$ cat config.mk
export PLATFORM = sky130hd
export DESIGN_NAME = parity_tx
export DESIGN_NICKNAME = d
export VERILOG_FILES = /design/src/rtl/parity_tx.sv
export SDC_FILE = /design/constraint.sdc
export NUM_CORES = 1
export LEC_CHECK = 0
export CAP_MARGIN = 5
export CORE_ASPECT_RATIO = 1.2
export CORE_MARGIN = 2
export CORE_UTILIZATION = 53
export CTS_CLUSTER_SIZE = 24
export DETAILED_ROUTE_END_ITERATION = 6
export PLACE_DENSITY = 0.86
export SYNTH_ARGS = -nofsm -noshare
export SYNTH_HDL_FRONTEND = slang
export SYNTH_SLANG_ARGS = --single-unit
export TNS_END_PERCENT = 100
$ cat constraint.sdc
create_clock -name clk -period 4.4 [get_ports clk]
set_input_delay 1.1 -clock clk [delete_from_list [all_inputs] [get_ports clk]]
set_output_delay 1.1 -clock clk [all_outputs]
set_load 0.02 [all_outputs]
$ cat src/rtl/parity_tx.sv
// parity_tx: framed, LSB-first serial transmitter with parity generation.
// Frame: start(0), 8 data bits LSB first, optional parity bit, stop(1);
// each bit lasts CLKS_PER_BIT clocks. All outputs come from flops.
// Optional feature macro: PARITY_EN. When it is defined, the parity bit is
// sent and par holds the computed parity. When it is undefined, the frame is
// 10 bits, odd_sel is ignored and par is tied low.
module parity_tx #(
    parameter int CLKS_PER_BIT = 4
) (
    input  logic       clk,
    input  logic       rst,
    input  logic [7:0] data,
    input  logic       start,
    input  logic       odd_sel,
    output logic       tx,
    output logic       ready,
    output logic       done,
    output logic       par
);

    localparam int CW = (CLKS_PER_BIT > 1) ? $clog2(CLKS_PER_BIT) : 1;
    localparam logic [CW-1:0] CNT_MAX = CW'(CLKS_PER_BIT - 1);

    typedef enum logic [2:0] {
        S_IDLE,
        S_START,
        S_DATA,
`ifdef PARITY_EN
        S_PARITY,
`endif
        S_STOP
    } state_t;

    state_t        r_state, w_state_nxt;
    logic [CW-1:0] r_cnt, w_cnt_nxt;
    logic [2:0]    r_bit, w_bit_nxt;
    logic [7:0]    r_shift, w_shift_nxt;
    logic          r_tx, w_tx_nxt;
    logic          r_ready, w_ready_nxt;
    logic          r_done, w_done_nxt;
    logic          w_cnt_last;
    logic          w_par_cur;
`ifdef PARITY_EN
    logic          r_par, w_par_nxt;
`else
    logic          w_unused_odd_sel;
    assign w_unused_odd_sel = odd_sel;
`endif

    assign w_cnt_last = (r_cnt == CNT_MAX);

    // State, counters, shift register and registered outputs.
    always_ff @(posedge clk) begin
        if (rst) begin
            r_state <= S_IDLE;
            r_cnt   <= '0;
            r_bit   <= '0;
            r_shift <= '0;
            r_tx    <= 1'b1;
            r_ready <= 1'b1;
            r_done  <= 1'b0;
`ifdef PARITY_EN
            r_par   <= 1'b0;
`endif
        end else begin
            r_state <= w_state_nxt;
            r_cnt   <= w_cnt_nxt;
            r_bit   <= w_bit_nxt;
            r_shift <= w_shift_nxt;
            r_tx    <= w_tx_nxt;
            r_ready <= w_ready_nxt;
            r_done  <= w_done_nxt;
`ifdef PARITY_EN
            r_par   <= w_par_nxt;
`endif
        end
    end

    // Next-state, counter and datapath updates; outputs are decoded from the
    // next state so they land in flops aligned with the state they describe.
    always_comb begin
        w_state_nxt = r_state;
        w_cnt_nxt   = r_cnt;
        w_bit_nxt   = r_bit;
        w_shift_nxt = r_shift;
`ifdef PARITY_EN
        w_par_nxt   = r_par;
`endif
        unique case (r_state)
            S_IDLE: begin
                if (start) begin
                    w_state_nxt = S_START;
                    w_cnt_nxt   = '0;
                    w_bit_nxt   = '0;
                    w_shift_nxt = data;
`ifdef PARITY_EN
                    w_par_nxt   = odd_sel ? ~(^data) : (^data);
`endif
                end
            end
            S_START: begin
                if (w_cnt_last) begin
                    w_state_nxt = S_DATA;
                    w_cnt_nxt   = '0;
                end else begin
                    w_cnt_nxt = r_cnt + 1'b1;
                end
            end
            S_DATA: begin
                if (w_cnt_last) begin
                    w_cnt_nxt = '0;
                    if (r_bit == 3'd7) begin
`ifdef PARITY_EN
                        w_state_nxt = S_PARITY;
`else
                        w_state_nxt = S_STOP;
`endif
                    end else begin
                        w_bit_nxt   = r_bit + 3'd1;
                        w_shift_nxt = {1'b0, r_shift[7:1]};
                    end
                end else begin
                    w_cnt_nxt = r_cnt + 1'b1;
                end
            end
`ifdef PARITY_EN
            S_PARITY: begin
                if (w_cnt_last) begin
                    w_state_nxt = S_STOP;
                    w_cnt_nxt   = '0;
                end else begin
                    w_cnt_nxt = r_cnt + 1'b1;
                end
            end
`endif
            S_STOP: begin
                if (w_cnt_last) begin
                    w_state_nxt = S_IDLE;
                    w_cnt_nxt   = '0;
                end else begin
                    w_cnt_nxt = r_cnt + 1'b1;
                end
            end
            default: begin
                w_state_nxt = S_IDLE;
                w_cnt_nxt   = '0;
            end
        endcase

`ifdef PARITY_EN
        w_par_cur = w_par_nxt;
`else
        w_par_cur = 1'b0;
`endif
        w_ready_nxt = (w_state_nxt == S_IDLE);
        w_done_nxt  = (w_state_nxt == S_STOP) && (w_cnt_nxt == CNT_MAX);
        unique case (w_state_nxt)
            S_START:  w_tx_nxt = 1'b0;
            S_DATA:   w_tx_nxt = w_shift_nxt[0];
`ifdef PARITY_EN
            S_PARITY: w_tx_nxt = w_par_cur;
`endif
            default:  w_tx_nxt = 1'b1;
        endcase
    end

    assign tx    = r_tx;
    assign ready = r_ready;
    assign done  = r_done;
`ifdef PARITY_EN
    assign par   = r_par;
`else
    assign par   = 1'b0;
`endif

endmodule

==> flow_metrics.py <==
metrics = {
    "status": {
        "status": "finished clean",
    },
    "route": {
        "drt_iter0_markers": 24,
        "ant_nets": 0,
        "vias_per_cell": 5.89,
        "firstDrtPassIters": 4,
        "num_vias": 695,
        "avgRoutedWirePerCell_um": 13.3,
        "drc": 0,
        "drt_wl_total_mm": 1.57,
    },
    "placement": {
        "post-dp-hpwl_mm": 1.15,
        "port_buffers": 13,
        "place_ws_ns": 1.75,
        "gp_congestion": 0.756,
        "dp_cells": 114,
    },
    "clocking": {
        "clk_pin_slew_ns": 0.10,
        "cts_resized": 0,
        "cts_hold_buf": 0,
        "post_cts_buffers": 0,
        "cts_buffers": 3,
        "clock_sinks": 19,
        "clk_latency_ns": 0.30,
        "cts_tree": "built",
        "cts-root-buf": "clkbuf_4",
        "clockBufferDepth": 2,
        "htree_levels": 1,
    },
    "global_route": {
        "grt_pass1_vias": 638,
        "grt_pass1_wl_mm": 2.67,
        "grtUsageTotal": 0.191,
        "overflow": 0,
        "grt_start_max_net_pins": 14,
        "grt_antenna_before_repair": 0,
    },
    "cells_and_area": {
        "fin_util": 0.645,
        "finalNonFillerCells": 118,
        "nNetsFinal": 116,
        "drive_gt1_frac": 0.120,
        "layout_commonest_cell": "dfxtp_1",
        "antenna_cells": 0,
        "mostFrequentLayoutCells": "dfxtp_1, nor2_1, clkdlybuf4s50_1, a222oi_1, a21oi_1",
        "syn2layout_area_growth_pct": 16.6,
    },
    "worst_setup_path": {
        "arrival_ns": 2.53,
        "reg2regPathDepth": 6,
        "start_kind": "primary input",
        "critPathKind": "primary input to flop",
        "r2r-end": "r_shift[4]",
        "crit_path_end_kind": "flop",
        "cp_data_required_time_ns": 4.59,
        "r2r_slack_ns": 2.70,
        "timing.rr.start": "r_bit[0]",
        "startpoint": "start",
        "cp_max_fo": 10,
    },
    "timing": {
        "drv_slew": 0,
        "max-slew-margin-rel": 0.658,
        "hold_violations": 0,
        "max_freq_ghz": 0.427,
        "min_period_ns": 2.34,
        "clock_skew_ns": 0.00503,
        "period_share": 0.533,
        "worstMarginPinSlew_ns": 0.512,
        "hold_slack_ns": 0.469,
        "setup_viol": 0,
        "layout_setup_ws_ns": 2.06,
        "finalSetupTns_ns": 0,
        "grt_setup_unrepaired": "false",
    },
    "power_and_ir_drop": {
        "p_leak_nw": 0.402,
        "powerDensity_mw_per_mm2": 296,
        "peakVddDrop_v": 0.000174,
    },
    "synthesis": {
        "avgSynthCellArea_sq_um": 10.1,
        "synthCells": 87,
        "yosysTopAreaCellShare": 0.435,
        "synth.distinct_cells": 37,
        "yosysWarnings": 0,
        "netlist_area_sq_um": 875,
        "ys_ff_latch": 19,
        "yosysTopAreaCell": "dfxtp_1",
        "yosysSeqAreaShare": 0.435,
        "synth_top_cells_by_area": "dfxtp_1, a222oi_1, nor2_1",
    },
    "min_path": {
        "min_path_type": "flop to flop",
        "min-delay-start": "r_bit[1]",
        "min_to": "r_bit[1]",
        "hold_depth": 2,
    },
    "floorplan": {
        "dieArea_sq_mm": 0.00199,
        "die_h_um": 48.5,
        "die_w_um": 41.1,
        "core_sq_mm": 0.00158,
        "start_util": 0.553,
        "num_io_pins": 16,
        "rows": 16,
    },
    "job": {
        "drv_cap": 0,
    },
}
-- power breakdown --
| part | switching, mW | leakage [nW] | internal (mW) | total [mW] |
|---|---|---|---|---|
| Clock | 0.0529 | 0.0150 | 0.0354 | 0.0883 |
| Sequential | 0.00413 | 0.155 | 0.177 | 0.181 |
| Combinational | 0.0148 | 0.232 | 0.0181 | 0.0329 |
-- stage by stage --
| stage | cell area [sq um] | total power, mW |
|---|---|---|
| after CTS | 1020 | 0.304 |
| after detailed placement | 993 | 0.218 |
| after floorplan | 878 | 0.205 |
| final | 1020 | 0.302 |
| after global placement | 993 | 0.217 |
| after global routing | 1020 | 0.313 |
-- worst max path at each step --
stage | endpoint | slack [ns] | cells past startpoint
2_1_floorplan | r_shift[1] | 2.44 | 4
3_3_place_gp | r_shift[2] | 1.77 | 5
3_5_place_dp | r_shift[1] | 1.75 | 5
4_1_cts | tx | 2.07 | 1
5_1_grt | r_shift[3] | 1.97 | 5
6_report | r_shift[4] | 2.06 | 5
-- area by class of cell --
type | count | area (sq um)
well taps | 18 | 22.5
repair buffers | 13 | 130
clock buffers | 4 | 26.3
flip-flops and latches | 19 | 380
fillers | 142 | 562
multi-input cells | 62 | 453
inverters | 2 | 7.51
-- worst max-delay path: stages --
cell and delay [ns]:
clkdlybuf4s50_1 0.54, nor2b_2 0.31, o21ai_4 0.14, a222oi_1 0.36
nor2_1 0.07
-- cells by family (layout without fill, tap and decap cells) --
family	Yosys count	after routing	share of synthesized area
and+or+nand+nor	32	32	0.212
AOI/OAI and AO/OA	22	22	0.219
DFF	19	19	0.435
buffers and inverters	7	19	0.0515
adders and majority gates	3	3	0.0429
muxes	3	3	0.0358
other	1	2	0.00429
-- synthesized netlist by cell type --
master and n:
a21oi_1 4, a21oi_2 1, a221o_1 1, a222oi_1 6
a22oi_1 1, a31oi_1 1, a31oi_2 1, and2b_1 1
and3_1 1, and3b_1 1, buf_4 1, buf_6 2
clkbuf_1 2, conb_1 1, dfxtp_1 19, ha_1 3
inv_1 2, mux2_1 1, mux2i_1 2, nand2_1 3
nand2b_1 2, nand3_1 1, nand3b_1 1, nor2_1 13
nor2_2 2, nor2b_2 1, nor3_1 2, nor3_2 1
nor4_1 1, nor4b_4 1, o2111ai_1 2, o21a_1 1
o21ai_0 1, o21ai_4 1, o21bai_1 1, o31ai_2 1
or2_1 1
-- metal layers --
layer / share of wire / track usage
met1: 0.42 / 0.239
met2: 0.51 / 0.289
met3: 0.041 / 0.0275
met4: 0.025 / 0.117
met5: 0 / 0
-- sequential cells by signal, indices dropped and copies added (netlist names) --
name / count
r_shift: 8
r_bit: 3
r_state: 3
r_cnt: 2
done: 1
ready: 1
tx: 1
(Power assumes the default switching activity.)
